File: config.mk
export PLATFORM = sky130hd
export DESIGN_NAME = l2_arbiter
export DESIGN_NICKNAME = d
export VERILOG_FILES = /design/src/rtl/l2_arbiter.sv
export SDC_FILE = /design/constraint.sdc
export NUM_CORES = 1
export LEC_CHECK = 0
export CORE_AREA = 2 2 545 547
export CTS_BUF_LIST = sky130_fd_sc_hd__clkbuf_4 sky130_fd_sc_hd__clkbuf_8
export CTS_CLUSTER_SIZE = 8
export DETAILED_ROUTE_END_ITERATION = 12
export DIE_AREA = 0 0 547 549
export HOLD_SLACK_MARGIN = 0.08
export SLEW_MARGIN = 15
export SYNTH_ARGS = -nofsm -noshare
export SYNTH_HDL_FRONTEND = slang
export SYNTH_SLANG_ARGS = --single-unit
export TNS_END_PERCENT = 5
File: constraint.sdc
create_clock -name clk -period 2 [get_ports clk]
set_input_delay 0.2 -clock clk [delete_from_list [all_inputs] [get_ports clk]]
set_output_delay 0.2 -clock clk [all_outputs]
set_load 0.1 [all_outputs]
File: src/rtl/l2_arbiter.sv
// Round-robin arbiter sharing the L2 CPU-side port between the L1 I- and D-caches.
// The winning request is latched and held on the L2 port until l2_resp.
module l2_arbiter #(
   parameter int s_line = 256,
   parameter int s_addr = 32
) (
   input  logic              clk,
   input  logic              rst,
   input  logic              i_read,
   input  logic [s_addr-1:0] i_address,
   output logic              i_resp,
   output logic [s_line-1:0] i_rdata,
   input  logic              d_read,
   input  logic              d_write,
   input  logic [s_addr-1:0] d_address,
   input  logic [s_line-1:0] d_wdata,
   output logic              d_resp,
   output logic [s_line-1:0] d_rdata,
   output logic              l2_read,
   output logic              l2_write,
   output logic [s_addr-1:0] l2_address,
   output logic [s_line-1:0] l2_wdata,
   input  logic              l2_resp,
   input  logic [s_line-1:0] l2_rdata
);

   typedef enum logic [1:0] {
      IDLE,
      GRANT_I,
      GRANT_D,
      DONE
   } state_e;

   state_e            state_q, state_d;
   logic              last_d_q, last_d_d;
   logic [s_addr-1:0] addr_q, addr_d;
   logic [s_line-1:0] wdata_q, wdata_d;
   logic              rd_q, rd_d;
   logic              wr_q, wr_d;

   logic i_pend, d_pend, d_win;

   assign i_pend = i_read;
   assign d_pend = d_read | d_write;
   // on a tie the requester opposite the last grant wins
   assign d_win  = d_pend & (~i_pend | ~last_d_q);

   always_comb begin
      state_d  = state_q;
      last_d_d = last_d_q;
      addr_d   = addr_q;
      wdata_d  = wdata_q;
      rd_d     = rd_q;
      wr_d     = wr_q;
      unique case (state_q)
         IDLE: begin
            if (i_pend | d_pend) begin
               if (d_win) begin
                  state_d  = GRANT_D;
                  last_d_d = 1'b1;
                  addr_d   = d_address;
                  wdata_d  = d_wdata;
                  rd_d     = ~d_write;
                  wr_d     = d_write;
               end else begin
                  state_d  = GRANT_I;
                  last_d_d = 1'b0;
                  addr_d   = i_address;
                  wdata_d  = '0;
                  rd_d     = 1'b1;
                  wr_d     = 1'b0;
               end
            end
         end
         GRANT_I, GRANT_D: begin
            if (l2_resp) begin
               state_d = DONE;
               rd_d    = 1'b0;
               wr_d    = 1'b0;
            end
         end
         DONE: begin
            state_d = IDLE;
         end
         default: begin
            state_d = IDLE;
         end
      endcase
   end

   always_ff @(posedge clk) begin
      if (!rst) begin
         state_q  <= IDLE;
         last_d_q <= 1'b0;
         addr_q   <= '0;
         wdata_q  <= '0;
         rd_q     <= 1'b0;
         wr_q     <= 1'b0;
      end else begin
         state_q  <= state_d;
         last_d_q <= last_d_d;
         addr_q   <= addr_d;
         wdata_q  <= wdata_d;
         rd_q     <= rd_d;
         wr_q     <= wr_d;
      end
   end

   assign l2_read    = rd_q;
   assign l2_write   = wr_q;
   assign l2_address = addr_q;
   assign l2_wdata   = wdata_q;

   assign i_resp  = (state_q == GRANT_I) & l2_resp;
   assign d_resp  = (state_q == GRANT_D) & l2_resp;
   assign i_rdata = l2_rdata;
   assign d_rdata = l2_rdata;

endmodule

# Word level (Yosys, flattened, before mapping)
# Index checks and enable logic that the tools add are counted.
[op_classes] addsub=0 multipliers=0 div=0 n_lt_le_gt_ge=0 eq_ne=5 n_shift=0 muxes=14 bitwise=9 reduce_logical=6
[op_table] op="256-bit 2-to-1 mux" n=1
[op_table] op="32-bit 2-to-1 mux" n=1
[op_table] op="1-bit 2-to-1 mux" n=6
[op_table] op="2-bit 2-to-1 mux" n=3
[op_table] op="2-bit case mux with 3 select lines" n=1
[op_table] op="2-bit equality test, second input constant" n=2
[op_table] op="2-bit inequality test, second input constant" n=2
[op_table] op="1-bit case mux with 2 select lines" n=2
[op_table] op="2-bit AND reduction" n=2
[op_table] op="1-bit bitwise AND" n=3
[op_table] op="1-bit inverter" n=3
[op_table] op="1-bit OR" n=3
[op_table] op="3-bit AND reduction" n=1
[op_table] op="2-bit by 1-bit equality test with 1-bit output, second input constant" n=1
[op_table] op="2-bit zero test" n=1
[op_table] op="2-bit nonzero test" n=1
[op_table] op="2-bit OR reduction" n=1
[totals] reg_bits=293 latch_bits=0 ramBits=0 mem_bits_ro=0 input_bits=582 word_cells=40 memories=0

# Logic depth before layout (Yosys ltp)
# Gate-level depths: netlist (run 1).
[logic_depth] depth_word=6 depth_mapped=8

# Worst setup path before layout (run 1)
# Ideal clock, no wire load.
[synth_timing] path_type="reg-to-reg" start="register state_q[0]" end="register wdata_q[100], in the netlist l2_wdata[100]" setup_time_ps=67 arrival_ps=1498 required_time_ps=1933 slack_ps=435 stages_incl_launch_ff=8 path_buffers=3 path_cell_list="dfxtp_1 inv_1 ha_1 buf_2 clkbuf_1 clkbuf_1 a32oi_1 nor2b_1"
[synth_via] elab_chain_len=2
[synth_lines] element="start, declared" line="34" rtl="state_e state_q, state_d;"
[synth_lines] element="start signal, assigned" line="100" rtl="state_q <= state_d;"
[synth_lines] element="2-bit zero test" line="55" rtl="unique case (state_q)"
[synth_lines] element="2-bit AND reduction (no source line)"
[synth_lines] element="end signal, assigned" line="103" rtl="wdata_q <= wdata_d;"
[synth_lines] element="end, declared" line="37" rtl="logic [s_line-1:0] wdata_q, wdata_d;"
# No other way between the ends.
# A chain may end at the register's enable or synchronous reset.

# Worst setup path in the final report (run 1)
[layout_timing] start="register state_q[0]" end="output port d_resp"
[layout_via] elab_chain_len=2
[layout_lines] element="2-bit equality test" line="115" rtl="assign d_resp = (state_q == GRANT_D) & l2_resp;"
[layout_lines] element="1-bit bitwise AND" line="115"
[layout_lines] element="end, declared" line="17" rtl="output logic d_resp,"
# No other way between the ends.

==> flow_metrics.tcl, run 1 <==
set metrics [dict create \
    p_switching_mw 24.3 \
    drc 0 \
    worstSetupPathType "reg -> out" \
    cts.clk_slew.worst_paths_ps 60 \
    end_kind "output port" \
    r2r_slack_ps 50 \
    layout_setup_ws_ps 40.4 \
    total_power_mw 41.1 \
    pwr-share-seq 0.212 \
    hold_viol 0 \
    ant_nets 0 \
    synthMostInstantiatedCell "buf_4" \
    grt_overflow_total 0 \
    synthCells 1608 \
    ios 1386 \
    pre_cts_ws_ps -440 \
    drv_cap 0 \
    fin_nets 2610 \
    syn-num-nets 2194 \
    root_buffer "clkbuf_8" \
    first_global_vias 15300 \
    dp.final_hpwl_microns 180000 \
    ys_async_sr_fraction 0 \
    drtIter0Drc 1348 \
    clock_power_share 0.175 \
    numCtsBuffers 60 \
    min_path_type "in -> reg" \
    wl_microns 200000 \
    rsz0062_at_grt "true" \
    p_comb_frac 0.613 \
    synth_cell_type_count 26 \
    cp_max_fo 3 \
    place.gp.congestion 0.890 \
    fmaxAchievable_ghz 0.510 \
    areaGrowthSynthToFinish_pct 76.4 \
    cts_num_sinks 293 \
    cp.arrival_ps 1760 \
    port_buffers 617 \
    switching_share 0.592 \
    tritoncts "built" \
    vias 14900 \
    die_h_microns 549 \
    grt_max_degree 71 \
    ys_ff_latch 293 \
    crit_start "state_q[0]$_SDFFE_PN0P_" \
    status "complete, no violations" \
    period_minus_slack_ps 1960 \
    report.final.slew_viol_count 0 \
    p_int_mw 16.8 \
    htreeDepth 2 \
    drtPass1Iterations 8 \
    core-area_sq_mm 0.295 \
    min_to "l2_wdata[0]$_SDFFE_PN0P_" \
    hp-start "d_wdata[0]" \
    netlist_area_sq_mm 0.0150 \
    leakagePower_nw 8.74 \
    dieWidth_microns 547 \
    synthTopCellsByCount "buf_4 (515), dfxtp_1 (293), nor2b_1 (258)" \
    fin_skew_ps 57.7 \
    hold-path-cell-count 3 \
    grt_pass1_wl_microns 233000 \
    tightest_slew_ps 663 \
    synthFlopType "dfxtp_1" \
    synth_edf_count 0 \
    synth_top_area_frac 0.391 \
    grt_usage 0.128 \
    start_util 0.0508 \
    crit_path_start_kind "register" \
    slew_headroom 0.556 \
    r2r_cells 5 \
    p_per_area_mw_per_mm2 1550 \
    antenna_found_initial 72 \
    synth.yosys.warnings 0 \
    seq_area_frac_synth 0.391 \
    routed_via_density 2.47 \
    clockBufferDepth 3 \
    synthTopCellsByArea "dfxtp_1 (39%), buf_4 (26%), a32oi_1 (15%)" \
    synth_top_area_cell "dfxtp_1" \
    peakVddDrop_mv 0.937 \
    wl_per_cell_microns 33.3 \
    period_share 0.980 \
    die-area_sq_mm 0.300 \
    r2r_end "l2_address[13]$_SDFFE_PN0P_" \
    r2r-start "last_d_q$_SDFFE_PN0P_" \
    drive_gt1_frac 0.230 \
    worstSkewPairLatency_ps 820 \
    rows 200 \
    required_ps 1800 \
    synth.avg_cell_area_sq_um 9.33 \
    finalSetupViolCount 0 \
]
per-stage QoR:
stage                       util  TNS (ps)  area (sq um)  hold slack (ps)  cells
after CTS                 0.0894      -339         26400              101   6005
final                     0.0897         0         26500              201   6027
after global placement    0.0739    -12460         21800              401   5579
after global routing      0.0896      -142         26400              180   6022
after detailed placement  0.0740    -24350         21800              401   5580
after floorplan                -         0         15000              352   1608
cell type report:
type	count	area, sq um
Multi-Input combinational cell	670	4790
Antenna cell	19	47.5
Clock inverter	19	175
Timing Repair Buffer	997	9530
Sequential cell	293	5870
Tap cell	3939	4930
Clock buffer	88	1110
Fill cell	34100	269000
Inverter	2	10.0
flip-flops by register name (all words and copies together), names as in the netlist:
signal and count:
l2_wdata 256, l2_read 1, l2_write 1, last_d_q 1, state_q 2, l2_address 32
worst max path at each step:
stage	to	cells after the start
2_1_floorplan	l2_wdata[100]$_SDFFE_PN0P_	7
3_3_place_gp	l2_write$_SDFFE_PN0P_	5
3_5_place_dp	state_q[1]$_SDFFE_PN0P_	6
4_1_cts	d_resp	4
5_1_grt	state_q[0]$_SDFFE_PN0P_	6
6_report	d_resp	4
per-layer routing:
metal / track usage / vias up / share of wire / wire (microns)
met5: 0.00744 / - / 0.0019 / 386
met4: 0.0522 / 12 / 0.047 / 9450
met3: 0.193 / 419 / 0.33 / 65200
met2: 0.188 / 1710 / 0.41 / 83000
met1: 0.0766 / 6767 / 0.21 / 42400
li1: - / 6007 / - / -
what timing repair did:
| item | CTS | global route |
|---|---|---|
| setup buffers | 0 | 3 |
| pin swaps | 0 | 3 |
| resized for setup | 23 | 8 |
| endpoints found under the hold margin | 293 | 0 |
| endpoints found under the setup margin | 27 | 7 |
| hold buffers | 318 | 0 |
worst max-delay path, cell delays in order (launching register included):
cell and delay (ps):
dfxtp_2 370, inv_2 80, ha_4 150, and2_4 140, buf_12 140
layout by cell type (no fill, tap or decap), types with 2 or more instances in the layout:
cell	n
a32oi_1	256
mux2i_1	2
buf_6	14
and2_4	2
buf_4	310
dlygate4sd3_1	318
buf_12	30
ha_4	3
clkbuf_8	72
o21ai_0	33
diode_2	19
nand2_1	65
clkinv_2	8
nor2b_1	258
clkinv_4	2
dfxtp_1	291
a31oi_1	32
o21ai_1	3
clkinvlp_4	5
clkdlybuf4s50_1	324
a21boi_1	4
clkbuf_4	16
bufinv_16	2
kinds of logic (layout without fill, tap and decap cells):
family | Yosys count | count (layout) | share of synthesized area
compound gates | 335 | 335 | 0.182
mux | 2 | 2 | 0.00133
other cells | 0 | 19 | 0
flops | 293 | 293 | 0.391
fa+ha+maj | 4 | 4 | 0.00334
simple gates | 329 | 329 | 0.127
buf+inv | 645 | 1106 | 0.295
power by group through the flow:
stage	registers, mW	clock network, mW	logic [mW]
2_1_floorplan	19.6	0	9.15
3_3_place_gp	8.69	0	24.5
3_5_place_dp	8.75	0	24.7
4_1_cts	8.70	7.51	25.4
5_1_grt	8.86	7.65	26.5
6_report	8.72	7.19	25.2
Note: power is estimated with default switching activity, not from simulation.
==> inputs of run 2 (changes only) <==
--- a/config.mk
+++ b/config.mk
@@ -11,6 +11,7 @@
 export DETAILED_ROUTE_END_ITERATION = 12
 export DIE_AREA = 0 0 547 549
 export HOLD_SLACK_MARGIN = 0.08
+export SETUP_SLACK_MARGIN = 0.15
 export SLEW_MARGIN = 15
 export SYNTH_ARGS = -nofsm -noshare
 export SYNTH_HDL_FRONTEND = slang
==> run 2 against run 1 <==
Net effect: sequential cell count stayed put; clock skew is 6.2 ps lower; hold slack better by 1.4 ps; non-clock buffer count stayed put; first-iteration DRC count is 9.1% lower; core utilization is 0.23 points higher; routed wire length is 0.32% higher; die area stayed put; sequential power is 2% higher; register-to-register slack better by 50 ps; critical endpoint unchanged; critical path type unchanged; final cell count hardly changed; largest cell class unchanged; critical path depth stayed put.
==> flow_metrics.tcl, run 2 (synthesis results as in run 1) <==
set metrics [dict create \
    drtIter0Drc 1225 \
    fmaxAchievable_ghz 0.516 \
    finalInstanceArea_sq_mm 0.0271 \
    worstSetupPathType "reg -> out" \
    total_power_mw 42.0 \
    p_per_area_mw_per_mm2 1550 \
    routed_via_density 2.47 \
    drc 0 \
    place.gp.congestion 0.890 \
    peakVddDrop_mv 0.980 \
    worstSkewPairLatency_ps 810 \
    rsz0062_at_grt "true" \
    hold-path-cell-count 3 \
    drtPass1Iterations 6 \
    core-area_sq_mm 0.295 \
    cts.clk_slew.worst_paths_ps 60 \
    rows 200 \
    ant_nets 0 \
    hold_viol 0 \
    slew_headroom 0.575 \
    cp_max_fo 3 \
    antenna_found_initial 72 \
    required_ps 1800 \
    grt_usage 0.128 \
    fin_skew_ps 51.5 \
    die_h_microns 549 \
    drive_gt1_frac 0.253 \
    port_buffers 617 \
    wl_per_cell_microns 33.4 \
    areaGrowthSynthToFinish_pct 80.9 \
    tightest_slew_ps 634 \
    grt_max_degree 71 \
    fin_nets 2610 \
    clockBufferDepth 3 \
    start_util 0.0508 \
    drv_cap 0 \
    grt_overflow_total 0 \
    r2r_cells 7 \
    wl_microns 201000 \
    htreeDepth 2 \
    period_minus_slack_ps 1940 \
    hold_ws_ps 203 \
    report.final.slew_viol_count 0 \
    die-area_sq_mm 0.300 \
    leakagePower_nw 8.92 \
    grt_pass1_wl_microns 234000 \
    placed_area_sq_mm 0.0218 \
    tritoncts "built" \
    period_share 0.969 \
    vias 14900 \
    crit_path_start_kind "register" \
    first_global_vias 15300 \
    layout_common_cells "clkdlybuf4s50_1 (324), dlygate4sd3_1 (318), dfxtp_1 (272), nor2b_1 (258), a32oi_1 (230)" \
    numCtsBuffers 60 \
    min_path_type "in -> reg" \
    final_cells 6024 \
    dieWidth_microns 547 \
    ios 1386 \
    largest_reg_flops 256 \
    end_kind "output port" \
    dp.final_hpwl_microns 180000 \
    cts_num_sinks 293 \
    status "complete, no violations" \
    place_inst 5580 \
    layout_commonest_cell "clkdlybuf4s50_1" \
    cp.arrival_ps 1740 \
    root_buffer "clkbuf_8" \
    finalSetupViolCount 0 \
]
## run 2: cell types whose count changed in the layout (fill, tap and decap cells not counted), moves of 2 or more
| cell | before | now |
|---|---|---|
| buf_16 | 0 | 4 |
| a32oi_1 | 256 | 230 |
| diode_2 | 19 | 16 |
| buf_12 | 30 | 28 |
| a32oi_2 | 0 | 26 |
| dfxtp_2 | 1 | 19 |
| buf_4 | 310 | 225 |
| buf_8 | 1 | 21 |
| buf_6 | 14 | 77 |
| o21ai_2 | 0 | 2 |
| dfxtp_1 | 291 | 272 |
## run 2: per-stage QoR
step                TNS [ps]  utilization  setup slack (ps)
floorplan                  0            -               435
global placement      -12460       0.0739              -952
detailed placement    -24350       0.0740              -440
CTS                     -212       0.0911             -69.7
global route           -31.6       0.0919             -16.8
finish                     0       0.0920              62.7
## run 2: routing by layer
metal	up-vias	track usage	part of all wire	routed length, microns
li1	6014	-	-	-
met1	6706	0.0768	0.21	42800
met2	1680	0.189	0.41	82900
met3	451	0.194	0.32	65400
met4	12	0.0515	0.049	9770
met5	-	0.00665	0.0015	301
## run 2: report_power, final
group          internal [mW]  leakage, nW  switching [mW]
sequential              7.48         2.42            1.39
combinational           6.08         5.83            19.9
clock                   3.82        0.670            3.38
total                   17.4         8.92            24.7
## run 2: what timing repair did
action | in CTS | in global routing
hold endpoints to repair | 293 | 0
setup endpoints to repair | 153 | 199
resized for setup | 161 | 34
buffers inserted | 3 | 0
hold buffers | 318 | 0
pin swaps | 8 | 12
## run 2: final timing paths
check,startpoint,to,slack [ps]
setup / recovery,state_q[0]$_SDFFE_PN0P_,d_resp,60
hold / removal,d_wdata[0],l2_wdata[0]$_SDFFE_PN0P_,200
setup reg to reg,state_q[1]$_SDFFE_PN0P_,l2_wdata[98]$_SDFFE_PN0P_,100
hold reg to reg,l2_read$_SDFFE_PN0P_,l2_read$_SDFFE_PN0P_,480
## run 2: critical path, cell delays in order, from the launching register on
cell and delay [ps]:
dfxtp_4 360, inv_4 80, ha_4 120, and2_4 140, buf_12 160
## run 2: final cells by class
type	count	area [sq um]
Inverter	2	15.0
Sequential cell	293	5900
Fill cell	34000	268000
Antenna cell	16	40.0
Tap cell	3939	4930
Clock buffer	88	1110
Multi-Input combinational cell	670	4990
Timing Repair Buffer	997	9970
Clock inverter	19	175
==> edit, RTL diff (flow settings as in run 2) <==
Register the outputs `i_resp`, `i_rdata`, `d_resp` and `d_rdata`, without a reset; this adds one clock of latency there. The other outputs are not delayed to match.
--- a/src/rtl/l2_arbiter.sv
+++ b/src/rtl/l2_arbiter.sv
@@ -111,10 +111,12 @@
    assign l2_address = addr_q;
    assign l2_wdata   = wdata_q;
 
-   assign i_resp  = (state_q == GRANT_I) & l2_resp;
-   assign d_resp  = (state_q == GRANT_D) & l2_resp;
-   assign i_rdata = l2_rdata;
-   assign d_rdata = l2_rdata;
+   always_ff @(posedge clk) begin
+      i_resp  <= (state_q == GRANT_I) & l2_resp;
+      i_rdata <= l2_rdata;
+      d_resp  <= (state_q == GRANT_D) & l2_resp;
+      d_rdata <= l2_rdata;
+   end
 
 endmodule
 
Check against the original RTL: not equivalent (Yosys sat finds a counterexample within 4 cycles, from zero or initial values and one cycle with rst low).
==> edit against run 2 <==
Power is 44% higher; worst hold slack better by 52 ps; fmax is 2.0% higher; sequential cell count is 258 higher; cell count is 23% higher; critical path depth is 3 lower; combinational power is 27% higher; die area stayed put; wire length is 3.4% higher; first-iteration DRC count is 6.8% higher; setup slack better by 38 ps; synthesized area is 22% higher; final area is 60% higher; largest cell class unchanged; highest routed layer unchanged.
==> edit: results (changes against run 2) <==
{| class="wikitable"
! Metric !! Value
|-
| Clock transition at the registers of the reported paths || 60 ps (about the same)
|-
| Fraction of registers with async set or reset after synthesis || 0 (unchanged)
|-
| Number of warning messages in the yosys log || 0 (unchanged)
|-
| Detailed-route wire length on metal 1 || 69,600 um (+63%)
|-
| CTS buffer count || 106 (+77%)
|-
| Final net count || 3,934 (+51%)
|-
| Post-Route WL || 208,000 um (+3.4%)
|-
| Fin Clk Skew || 86.4 ps (+34.9 ps)
|-
| Post-synthesis net count || 2,196 (+0.091%)
|-
| Number of global-route vias before repair || 21,546 (+41%)
|-
| Adder-Cell Fraction of Synth Area || 0.00274 (-0.000596)
|-
| Pin count of the biggest net entering global routing || 94 (+32%)
|-
| First-pass iteration count of the detailed router || 5 (-1)
|-
| Met2 wire length || 89,500 um (+7.9%)
|-
| Proportion of layout cells with a drive suffix above 1 || 0.329 (+0.0760)
|-
| Static Leak || 0.0164 uW (+84%)
|-
| Number of antenna violations at the first check in global routing || 128 (+78%)
|-
| Count of vias placed by the detailed router || 21,177 (+42%)
|-
| Number of inserted filler cells in the final layout || 32,970 (-3.1%)
|-
| Slowest cell on the critical path || sky130_fd_sc_hd__dfxtp_1
|-
| Worst hold start || l2_rdata[235]
|-
| Sequential area share after synthesis || 0.604 (+0.213)
|-
| Top routing layer in use || met5
|-
| Total track usage || 0.132 (+0.00375)
|-
| Critical Path Start || d_rdata[128]
|-
| Synth Area in Compound Gates || 0.149 (-0.0330)
|-
| Worst Path Arrival || 1700 ps (-40 ps)
|-
| Placed wire-length estimate || 181,000 um (+0.79%)
|-
| Netlist cell types || 27 (+3.8%)
|-
| Flip-flop cell with the highest count after synthesis || sky130_fd_sc_hd__dfxtp_1
|-
| Global placement routability congestion || 1.09 (+23%)
|-
| Clock Tree Buf Depth || 4 (+1)
|-
| CP top delay family || flip-flops
|-
| Synth cell count leaders || sky130_fd_sc_hd__dfxtp_1 (551), sky130_fd_sc_hd__buf_4 (280), sky130_fd_sc_hd__nor2b_1 (258)
|-
| CTS H-Tree Depth || 3 (+1)
|-
| Outcome || finished, final reports clean
|-
| Crit Path Max Fanout || 2 (-1)
|-
| Worst-case setup slack after placement || -532 ps (-91.7 ps)
|-
| Quantity of I/O buffers inserted on ports || 1,385 (+120%)
|-
| Worst R2R Start || state_q[0]
|-
| Global-route wire length before repair || 252,000 um (+7.6%)
|-
| Maximum vdd ir drop || 0.944 mV (-3.7%)
|-
| First-iteration detailed-routing DRC count || 1,308 (+6.8%)
|-
| Met3 WL || 39,900 um (-39%)
|-
| Max transition margin || 0.394 (-0.182)
|-
| Delay contributed by the slowest stage of the critical path || 540 ps (+180 ps)
|-
| Skew-Pair Late Insertion Delay || 950 ps (+140 ps)
|-
| Largest cells by area after synthesis || sky130_fd_sc_hd__dfxtp_1 (60%), sky130_fd_sc_hd__a32oi_1 (12%), sky130_fd_sc_hd__buf_4 (12%)
|-
| Proportion of synthesized area in mux cells || 0.00110 (-0.000238)
|-
| Area share of xor/xnor cells in the synthesized design || 0 (unchanged)
|}
[edit: cell types whose count changed in the layout (fill, tap and decap cells not counted), sizes merged]
cell / before / now
inv: 4 / 5
diode: 16 / 30
clkbuf: 88 / 155
clkdlybuf4s50: 324 / 580
buf: 355 / 859
clkinvlp: 5 / 3
dlygate4sd3: 318 / 578
dfxtp: 293 / 551
bufinv: 2 / 5
clkinv: 10 / 22
[edit: power by group]
part           internal (uW)  switching (uW)  total, uW  leakage [uW]
clock                   6920            5730      12700       0.00122
sequential             13000            1770      14800       0.00462
combinational           8230           24800      33000        0.0106
[edit: final cells by class]
| cell class | count | area share |
|---|---|---|
| inverters | 2 | 0.000173 |
| flip-flops and latches | 551 | 0.259 |
| clock buffers | 155 | 0.0450 |
| diodes | 30 | 0.00173 |
| multi-input cells | 670 | 0.110 |
| repair buffers | 2017 | 0.463 |
| clock inverters | 33 | 0.00774 |
| well taps | 3939 | 0.114 |
[edit: cell families after synthesis]
group / after synthesis
flip-flops: 551
buffers and inverters: 389
AO/OA/AOI/OAI: 335
AND/OR/NAND/NOR: 329
adder cells (fa/ha/maj): 4
multiplexers: 2
[edit: path summary, 6_finish.rpt]
| kind | end | slack (ps) | depth (start not counted) |
|---|---|---|---|
| setup / recovery | d_rdata[128] | 100 | 1 |
| hold / removal | d_rdata[235] | 250 | 2 |
| setup reg to reg | l2_address[12] | 170 | 7 |
| hold reg to reg | state_q[0] | 510 | 2 |
[edit: through the flow]
| stage | setup TNS (ps) | instances | hold slack (ps) | util | area, um2 |
|---|---|---|---|---|---|
| detailed placement | -117570 | 6600 | 498 | 0.113 | 33400 |
| CTS | 0 | 7367 | 116 | 0.145 | 42900 |
| finish | 0 | 7397 | 254 | 0.147 | 43300 |
| floorplan | 0 | 1610 | 228 | - | 18300 |
| global placement | -107110 | 6600 | 471 | 0.113 | 33400 |
| global route | 0 | 7382 | 151 | 0.147 | 43300 |
[edit: metal layers]
layer  vias up  global-route usage
li1       8974                   -
met1     10116               0.127
met2      1639               0.203
met3       426               0.114
met4        22              0.0458
met5         -                   0
[edit: what timing repair did]
| action | 4_1_cts | 5_1_grt |
|---|---|---|
| hold buffers | 578 | 0 |
| gates resized for setup | 414 | 108 |
| hold endpoints to repair | 551 | 0 |
| endpoints found under the setup margin | 792 | 622 |
| cloned | 0 | 0 |
| buffers inserted | 1 | 0 |
| pin swaps | 0 | 0 |
